==> src/rtl/class_argmax_sequencer_if.sv <==
// Bus between the class argmax sequencer (master) and its environment (slave):
// inference control plus the class-sum datapath. ARGMAX_TIMEOUT_EN adds timeout_err.
interface class_argmax_sequencer_if #(
  parameter int CLASS_W = 4,
  parameter int SUM_W   = 32
);
  logic                      start;
  logic                      busy;
  logic [CLASS_W-1:0]        class_sel;
  logic                      sum_req;
  logic signed [SUM_W-1:0]   class_sum;
  logic                      sum_valid;
  logic [CLASS_W-1:0]        predicted_class;
  logic signed [SUM_W-1:0]   best_sum;
  logic                      done;
`ifdef ARGMAX_TIMEOUT_EN
  logic                      timeout_err;

  modport master (
    input  start, class_sum, sum_valid,
    output busy, class_sel, sum_req, predicted_class, best_sum, done, timeout_err
  );

  modport slave (
    output start, class_sum, sum_valid,
    input  busy, class_sel, sum_req, predicted_class, best_sum, done, timeout_err
  );
`else
  modport master (
    input  start, class_sum, sum_valid,
    output busy, class_sel, sum_req, predicted_class, best_sum, done
  );

  modport slave (
    output start, class_sum, sum_valid,
    input  busy, class_sel, sum_req, predicted_class, best_sum, done
  );
`endif
endinterface

==> src/rtl/class_argmax_sequencer.sv <==
// Scans all classes, requests one signed class sum each and keeps a running argmax.
// Optional WAIT watchdog with sticky timeout_err is enabled by defining ARGMAX_TIMEOUT_EN.
module class_argmax_sequencer #(
  parameter int NUM_CLASSES    = 10,
  parameter int CLASS_W        = 4,
  parameter int SUM_W          = 32,
  parameter int TIMEOUT_CYCLES = 64
) (
  input logic                       clock,
  input logic                       reset,
  class_argmax_sequencer_if.master  bus
);

  localparam logic [CLASS_W-1:0]      LAST_CLASS = CLASS_W'(NUM_CLASSES - 1);
  localparam logic [CLASS_W-1:0]      CLASS_ZERO = {CLASS_W{1'b0}};
  localparam logic [CLASS_W-1:0]      CLASS_ONE  = CLASS_W'(1);
  localparam logic signed [SUM_W-1:0] MOST_NEG   = {1'b1, {(SUM_W-1){1'b0}}};
  localparam logic signed [SUM_W-1:0] SUM_ZERO   = {SUM_W{1'b0}};

  typedef enum logic [2:0] {
    ST_IDLE    = 3'd0,
    ST_ISSUE   = 3'd1,
    ST_WAIT    = 3'd2,
    ST_COMPARE = 3'd3,
    ST_DONE    = 3'd4
  } state_t;

  // Elaboration-time guard on the configuration range
  if ((NUM_CLASSES < 2) || (NUM_CLASSES > (2 ** CLASS_W)) || (TIMEOUT_CYCLES < 1)) begin : g_cfg_err
    $error("class_argmax_sequencer: illegal NUM_CLASSES/CLASS_W/TIMEOUT_CYCLES");
  end

  // The first class always loads; later classes need a strictly larger sum so ties keep the lower index
  function automatic logic take_new(input logic signed [SUM_W-1:0] cand,
                                    input logic signed [SUM_W-1:0] cur,
                                    input logic [CLASS_W-1:0]      sel);
    take_new = (sel == CLASS_ZERO) || (cand > cur);
  endfunction

  state_t                   state_r, state_s;
  logic [CLASS_W-1:0]       class_sel_r, class_sel_s;
  logic                     sum_req_r, sum_req_s;
  logic                     busy_r, busy_s;
  logic                     done_r, done_s;
  logic [CLASS_W-1:0]       predicted_r, predicted_s;
  logic signed [SUM_W-1:0]  best_r, best_s;
  logic signed [SUM_W-1:0]  run_max_r, run_max_s;
  logic [CLASS_W-1:0]       run_class_r, run_class_s;
  logic signed [SUM_W-1:0]  cap_sum_r, cap_sum_s;

`ifdef ARGMAX_TIMEOUT_EN
  localparam int CNT_W = $clog2(TIMEOUT_CYCLES + 1);
  localparam logic [CNT_W-1:0] CNT_LAST = CNT_W'(TIMEOUT_CYCLES - 1);
  localparam logic [CNT_W-1:0] CNT_ZERO = {CNT_W{1'b0}};
  localparam logic [CNT_W-1:0] CNT_ONE  = CNT_W'(1);

  logic [CNT_W-1:0]         wait_cnt_r, wait_cnt_s;
  logic                     timeout_err_r, timeout_err_s;
`endif

  // Next-state and next-register values; sum_req and busy look ahead so they align with the state
  always_comb begin
    state_s     = state_r;
    class_sel_s = class_sel_r;
    predicted_s = predicted_r;
    best_s      = best_r;
    run_max_s   = run_max_r;
    run_class_s = run_class_r;
    cap_sum_s   = cap_sum_r;
    done_s      = 1'b0;
`ifdef ARGMAX_TIMEOUT_EN
    wait_cnt_s    = wait_cnt_r;
    timeout_err_s = timeout_err_r;
`endif
    case (state_r)
      ST_IDLE: begin
        if (bus.start) begin
          state_s     = ST_ISSUE;
          class_sel_s = CLASS_ZERO;
          run_max_s   = MOST_NEG;
          run_class_s = CLASS_ZERO;
`ifdef ARGMAX_TIMEOUT_EN
          timeout_err_s = 1'b0;
`endif
        end else begin
          state_s = ST_IDLE;
        end
      end
      ST_ISSUE: begin
        state_s = ST_WAIT;
`ifdef ARGMAX_TIMEOUT_EN
        wait_cnt_s = CNT_ZERO;
`endif
      end
      ST_WAIT: begin
        if (bus.sum_valid) begin
          cap_sum_s = bus.class_sum;
          state_s   = ST_COMPARE;
`ifdef ARGMAX_TIMEOUT_EN
        end else if (wait_cnt_r == CNT_LAST) begin
          // A missing sum is scored as the most negative value so it cannot win after class 0
          cap_sum_s     = MOST_NEG;
          timeout_err_s = 1'b1;
          state_s       = ST_COMPARE;
        end else begin
          wait_cnt_s = wait_cnt_r + CNT_ONE;
          state_s    = ST_WAIT;
        end
`else
        end else begin
          state_s = ST_WAIT;
        end
`endif
      end
      ST_COMPARE: begin
        if (take_new(cap_sum_r, run_max_r, class_sel_r)) begin
          run_max_s   = cap_sum_r;
          run_class_s = class_sel_r;
        end else begin
          run_max_s   = run_max_r;
          run_class_s = run_class_r;
        end
        if (class_sel_r == LAST_CLASS) begin
          state_s = ST_DONE;
        end else begin
          class_sel_s = class_sel_r + CLASS_ONE;
          state_s     = ST_ISSUE;
        end
      end
      ST_DONE: begin
        predicted_s = run_class_r;
        best_s      = run_max_r;
        done_s      = 1'b1;
        state_s     = ST_IDLE;
      end
      default: begin
        state_s = ST_IDLE;
      end
    endcase
    sum_req_s = (state_s == ST_ISSUE);
    busy_s    = (state_s != ST_IDLE);
  end

  // FSM state register
  always_ff @(posedge clock or negedge reset) begin
    if (!reset) begin
      state_r <= ST_IDLE;
    end else begin
      state_r <= state_s;
    end
  end

  // Datapath and output registers
  always_ff @(posedge clock or negedge reset) begin
    if (!reset) begin
      class_sel_r <= CLASS_ZERO;
      sum_req_r   <= 1'b0;
      busy_r      <= 1'b0;
      done_r      <= 1'b0;
      predicted_r <= CLASS_ZERO;
      best_r      <= SUM_ZERO;
      run_max_r   <= MOST_NEG;
      run_class_r <= CLASS_ZERO;
      cap_sum_r   <= SUM_ZERO;
    end else begin
      class_sel_r <= class_sel_s;
      sum_req_r   <= sum_req_s;
      busy_r      <= busy_s;
      done_r      <= done_s;
      predicted_r <= predicted_s;
      best_r      <= best_s;
      run_max_r   <= run_max_s;
      run_class_r <= run_class_s;
      cap_sum_r   <= cap_sum_s;
    end
  end

`ifdef ARGMAX_TIMEOUT_EN
  // WAIT watchdog counter and sticky error flag
  always_ff @(posedge clock or negedge reset) begin
    if (!reset) begin
      wait_cnt_r    <= CNT_ZERO;
      timeout_err_r <= 1'b0;
    end else begin
      wait_cnt_r    <= wait_cnt_s;
      timeout_err_r <= timeout_err_s;
    end
  end

  assign bus.timeout_err = timeout_err_r;
`endif

  assign bus.busy            = busy_r;
  assign bus.class_sel       = class_sel_r;
  assign bus.sum_req         = sum_req_r;
  assign bus.done            = done_r;
  assign bus.predicted_class = predicted_r;
  assign bus.best_sum        = best_r;

endmodule
==> src/flat_wrapper.sv <==
// flat-port wrapper written by rule: the top's interface ports become plain ports
module class_argmax_sequencer_flat 
#(
  parameter int NUM_CLASSES    = 10,
  parameter int CLASS_W        = 4,
  parameter int SUM_W          = 32,
  parameter int TIMEOUT_CYCLES = 64
)
  (clock, reset, bus_start, bus_class_sum, bus_sum_valid, bus_busy, bus_class_sel, bus_sum_req, bus_predicted_class, bus_best_sum, bus_done);
  class_argmax_sequencer_if #(.CLASS_W(CLASS_W), .SUM_W(SUM_W)) bus_i ();
  input logic clock;
  input logic reset;
  input wire logic [$bits(bus_i.start)-1:0] bus_start;
  input wire logic [$bits(bus_i.class_sum)-1:0] bus_class_sum;
  input wire logic [$bits(bus_i.sum_valid)-1:0] bus_sum_valid;
  output wire logic [$bits(bus_i.busy)-1:0] bus_busy;
  output wire logic [$bits(bus_i.class_sel)-1:0] bus_class_sel;
  output wire logic [$bits(bus_i.sum_req)-1:0] bus_sum_req;
  output wire logic [$bits(bus_i.predicted_class)-1:0] bus_predicted_class;
  output wire logic [$bits(bus_i.best_sum)-1:0] bus_best_sum;
  output wire logic [$bits(bus_i.done)-1:0] bus_done;
  assign bus_i.start = bus_start;
  assign bus_i.class_sum = bus_class_sum;
  assign bus_i.sum_valid = bus_sum_valid;
  assign bus_busy = bus_i.busy;
  assign bus_class_sel = bus_i.class_sel;
  assign bus_sum_req = bus_i.sum_req;
  assign bus_predicted_class = bus_i.predicted_class;
  assign bus_best_sum = bus_i.best_sum;
  assign bus_done = bus_i.done;
  class_argmax_sequencer #(.NUM_CLASSES(NUM_CLASSES), .CLASS_W(CLASS_W), .SUM_W(SUM_W), .TIMEOUT_CYCLES(TIMEOUT_CYCLES)) u_core (.clock(clock), .reset(reset), .bus(bus_i));
endmodule
==> config.mk <==
export PLATFORM = sky130hd
export DESIGN_NAME = class_argmax_sequencer_flat
export DESIGN_NICKNAME = d
export VERILOG_FILES = /design/src/rtl/class_argmax_sequencer_if.sv /design/src/rtl/class_argmax_sequencer.sv /design/src/flat_wrapper.sv
export SDC_FILE = /design/constraint.sdc
export NUM_CORES = 1
export LEC_CHECK = 0
export ABC_AREA = 0
export CAP_MARGIN = 20
export CORE_MARGIN = 2
export CORE_UTILIZATION = 50
export DETAILED_ROUTE_END_ITERATION = 10
export GPL_TIMING_DRIVEN = 0
export PLACE_DENSITY_LB_ADDON = 0.2
export SYNTH_ARGS = -nofsm -noshare
export SYNTH_HDL_FRONTEND = slang
export SYNTH_SLANG_ARGS = --single-unit
export TNS_END_PERCENT = 100
==> constraint.sdc <==
create_clock -name clock -period 6.1 [get_ports clock]
set_input_delay 0.61 -clock clock [delete_from_list [all_inputs] [get_ports clock]]
set_output_delay 0.61 -clock clock [all_outputs]
set_load 0.02 [all_outputs]
==> summary.md <==
| Metric | Value |
|---|---|
| Wire per inst | 15.6 µm |
| Total number of yosys warnings | 0 |
| Setup crit start kind | flop |
| Setup repair after global routing missed its margin | no |
| Leakage power figure | 3.13 nW |
| Die boundary height | 107 µm |
| Cell at the slowest stage of the critical path | dfstp_2 |
| CP cell instances | inv_1, ha_1, nand4_2, nor4_4, o31a_2, o21ai_1, o311ai_1, buf_6, buf_12, mux2i_1 |
| First-pass iteration count of the detailed router | 4 |
| Maximum number of buffers from clock root to sink | 2 |
| Total via count after detailed routing | 3,487 |
| Most used flip-flop cell after synthesis | dfrtp_1 |
| Comb pwr share | 38.3% |
| Highest cell delay on the worst timing path | 0.52 ns |
| Core Area | 10,300 µm² |
| Cell Rows | 37 |
| Worst slew slack as a fraction of its limit | 53.0% |
| Class of the worst hold path | in -> async |
| CTS tree | built |
| Avg Inst Size Synth | 12.5 µm² |
| Max H-tree Level | 4 |
| Cell-internal power | 2.21 mW |
| Setup Total Neg Slack | 0 ns |
| Filler cells | 751 |
| Vias/cell | 5.18 |
| Setup violators final | 0 |
| Fraction of registers with async set or reset after synthesis | 100% |
| Detailed Route WL | 10.5 mm |
| Top post-synthesis cells by area | dfrtp_1 53%, mux2_2 14%, ha_1 8.2% |
| Post-detail-place hpwl | 7.30 mm |
| Wire length of the first global-routing pass | 17.8 mm |
| Cell area after synthesis | 5330 µm² |
| Sequential element share of the synthesized area | 53.6% |
| CTS root buffer | clkbuf_8 |
| Post-layout min period | 2.65 ns |
| Biggest area consumer among synthesized cells | dfrtp_1 |
| Final cycle utilization of the critical path | 43.4% |
| Cell count after synthesis | 427 |
| Number of buffers added on ports | 78 |
| Run status | complete, no violations |
| Fraction of power spent switching nets | 33.7% |
| Fin. max-slew vios | 0 |
| Overall track demand over capacity in global routing | 20.1% |
| Number of synthesized flops with an enable pin | 0 |
| Inserted Diodes | 0 |
| Post-detailed-route DRC marker count | 0 |
| Overflow left after global routing | 0 |
| Number of cells on the worst reg-to-reg path | 10 |
| Clock buffer count from CTS | 17 |
| Worst endpoint required time | 6.52 ns |
| Netlist cell types | 41 |
| Buffers inserted by post-CTS timing repair | 0 |
| Fraction of final layout cells with drive strength greater than 1 | 20.9% |
| Most frequent cells after synthesis | 113 x dfrtp_1, 67 x mux2_2, 44 x nand2_1 |
| Antenna viol nets, final | 0 |
| Syn Nets | 498 |
| Vias in the first global route | 3,651 |
| Worst Path Class, Setup | reg -> reg |
| Nets@finish | 596 |
| Max-Cap Viols | 0 |
| Tightest Pin Transition | 0.705 ns |
| Post-CTS Hold Buffers | 0 |
| Area growth syn-to-layout | 29.2% |
| # clock sinks | 114 |
| Cell area power density | 484 nW/µm² |
| Initial Util | 51.6% |
| Critical Path Sink Type | flop |
| First DRT Iteration DRCs | 150 |
| Fmax achieved | 378 MHz |
| Reg power frac | 33.2% |
| IR drop worst, VDD | 257 µV |
| Arr. time, crit path | 3.06 ns |
| Number of antenna violations at the first check in global routing | 0 |
| Insertion delay to the later sink of the worst-skew pair | 0.51 ns |
| DIE AREA | 11,500 µm² |
| Relative contribution of the clock network to total power | 28.5% |
| Worst-case clock skew | 0.0158 ns |
| Maximum number of pins on one net before global-route repair | 63 |
| CP Max Fanout | 10 |
| Final number of hold-violating endpoints | 0 |
| Hold slack final | 0.147 ns |
| Total of flip-flops plus latches after synthesis | 114 |
| Number of primary I/O pins | 79 |
| Fraction of post-synthesis cell area in the top cell type by area | 53.1% |
| Most frequent cell after synthesis | dfrtp_1 |
| Final Wtd Congestion | 0.807 |
| Count of instances resized after the clock tree is built | 0 |
| Sw Pwr | 1.12 mW |
| Clock slew at the register clock pins of the worst setup and hold paths | 0.06 ns |
| Floorplan die width | 107 µm |
final timing paths:
path / startpoint / to / slack, ns
min reg2reg: u_core.run_max_r[28] / u_core.bus.best_sum[28] / 0.50
min in group clock: u_core.run_max_r[28] / u_core.bus.best_sum[28] / 0.50
max reg2reg: u_core.run_max_r[31] / u_core.run_max_r[30] / 3.45
min: reset / u_core.cap_sum_r[3] / 0.15
max: u_core.run_max_r[31] / u_core.run_max_r[30] / 3.45
max in group asynchronous: reset / u_core.run_max_r[31] / 5.16
layer usage:
metal | global-route usage, % | vias up | part of all wire (%)
met5 | 0 | - | 0
met4 | 7.51 | 0 | 1.6
met2 | 32.1 | 74 | 47
li1 | - | 1673 | -
met1 | 26.7 | 1723 | 48
met3 | 4.86 | 17 | 3.2
cell type report:
type                       count  area [µm²]  area share (%)
sequential                   114        2850            41.5
multi-input combinational    256        2200            32.0
timing repair buffer          79         806            11.7
clock buffer                  22         473            6.87
tap                          136         170            2.47
inverter                      41         154            2.24
buffer                        16         118            1.71
clock inverter                 9         105            1.53
cell families after synthesis:
logic type / after synthesis / synth area share, %
AOI/OAI and AO/OA: 36 / 4.09
xor gates and xnor gates: 3 / 0.493
adders and majority gates: 35 / 8.22
buffers and inverters: 57 / 5.10
DFF: 114 / 53.6
muxes: 103 / 21.0
and+or+nand+nor: 79 / 7.49
critical path: cells and delay by family, from the launching register on:
kind,cells,cell delay [ns]
AND/OR/NAND/NOR,2,0.57
adder cells (fa/ha/maj),1,0.34
flip-flops,1,0.52
AO/OA/AOI/OAI,3,0.45
multiplexers,1,0.22
buffers and inverters,3,0.47
layout by cell type (no fill, tap or decap), drive strengths merged, types with 2 or more instances in the layout:
| master | synthesis | layout |
|---|---|---|
| dfrtp | 113 | 113 |
| clkdlybuf4s50 | 0 | 77 |
| mux2 | 68 | 68 |
| nand2 | 44 | 44 |
| inv | 41 | 41 |
| mux2i | 35 | 35 |
| ha | 35 | 35 |
| clkbuf | 8 | 30 |
| a21oi | 17 | 17 |
| buf | 8 | 10 |
| nor2 | 9 | 9 |
| nand4 | 8 | 8 |
| o21ai | 7 | 7 |
| nand3 | 5 | 5 |
| clkinvlp | 0 | 4 |
| and2 | 3 | 3 |
| clkinv | 0 | 3 |
| or3 | 2 | 2 |
| a21o | 2 | 2 |
| a21boi | 2 | 2 |
| nor2b | 2 | 2 |
| xor2 | 2 | 2 |
| bufinv | 0 | 2 |
stage by stage:
stage,setup WS (ns),util [%],power [mW],area (µm²),instances
after floorplan,3.79,-,2.06,5330,427
after global routing,3.32,66.6,3.55,6880,673
final,3.45,66.6,3.33,6880,673
after global placement,0.142,60.8,2.34,6280,641
after CTS,3.47,66.6,3.36,6880,673
after detailed placement,3.23,61.0,2.38,6300,642
power by group through the flow:
stage | Clock [mW] | Sequential, mW | Combinational [mW]
global route | 1.01 | 1.13 | 1.41
global placement | 0 | 1.11 | 1.23
CTS | 0.968 | 1.10 | 1.29
finish | 0.951 | 1.10 | 1.28
floorplan | 0 | 1.09 | 0.963
detailed placement | 0 | 1.11 | 1.27
registers in the layout, summed over array words and instances, names as in the netlist:
register,cells
u_core.state_r,3
u_core.bus.best_sum,32
u_core.run_class_r,4
u_core.bus.busy,1
u_core.bus.predicted_class,4
u_core.cap_sum_r,32
u_core.bus.class_sel,4
u_core.bus.done,1
u_core.bus.sum_req,1
u_core.run_max_r,32
No activity file was read; power rests on OpenSTA's default activity.
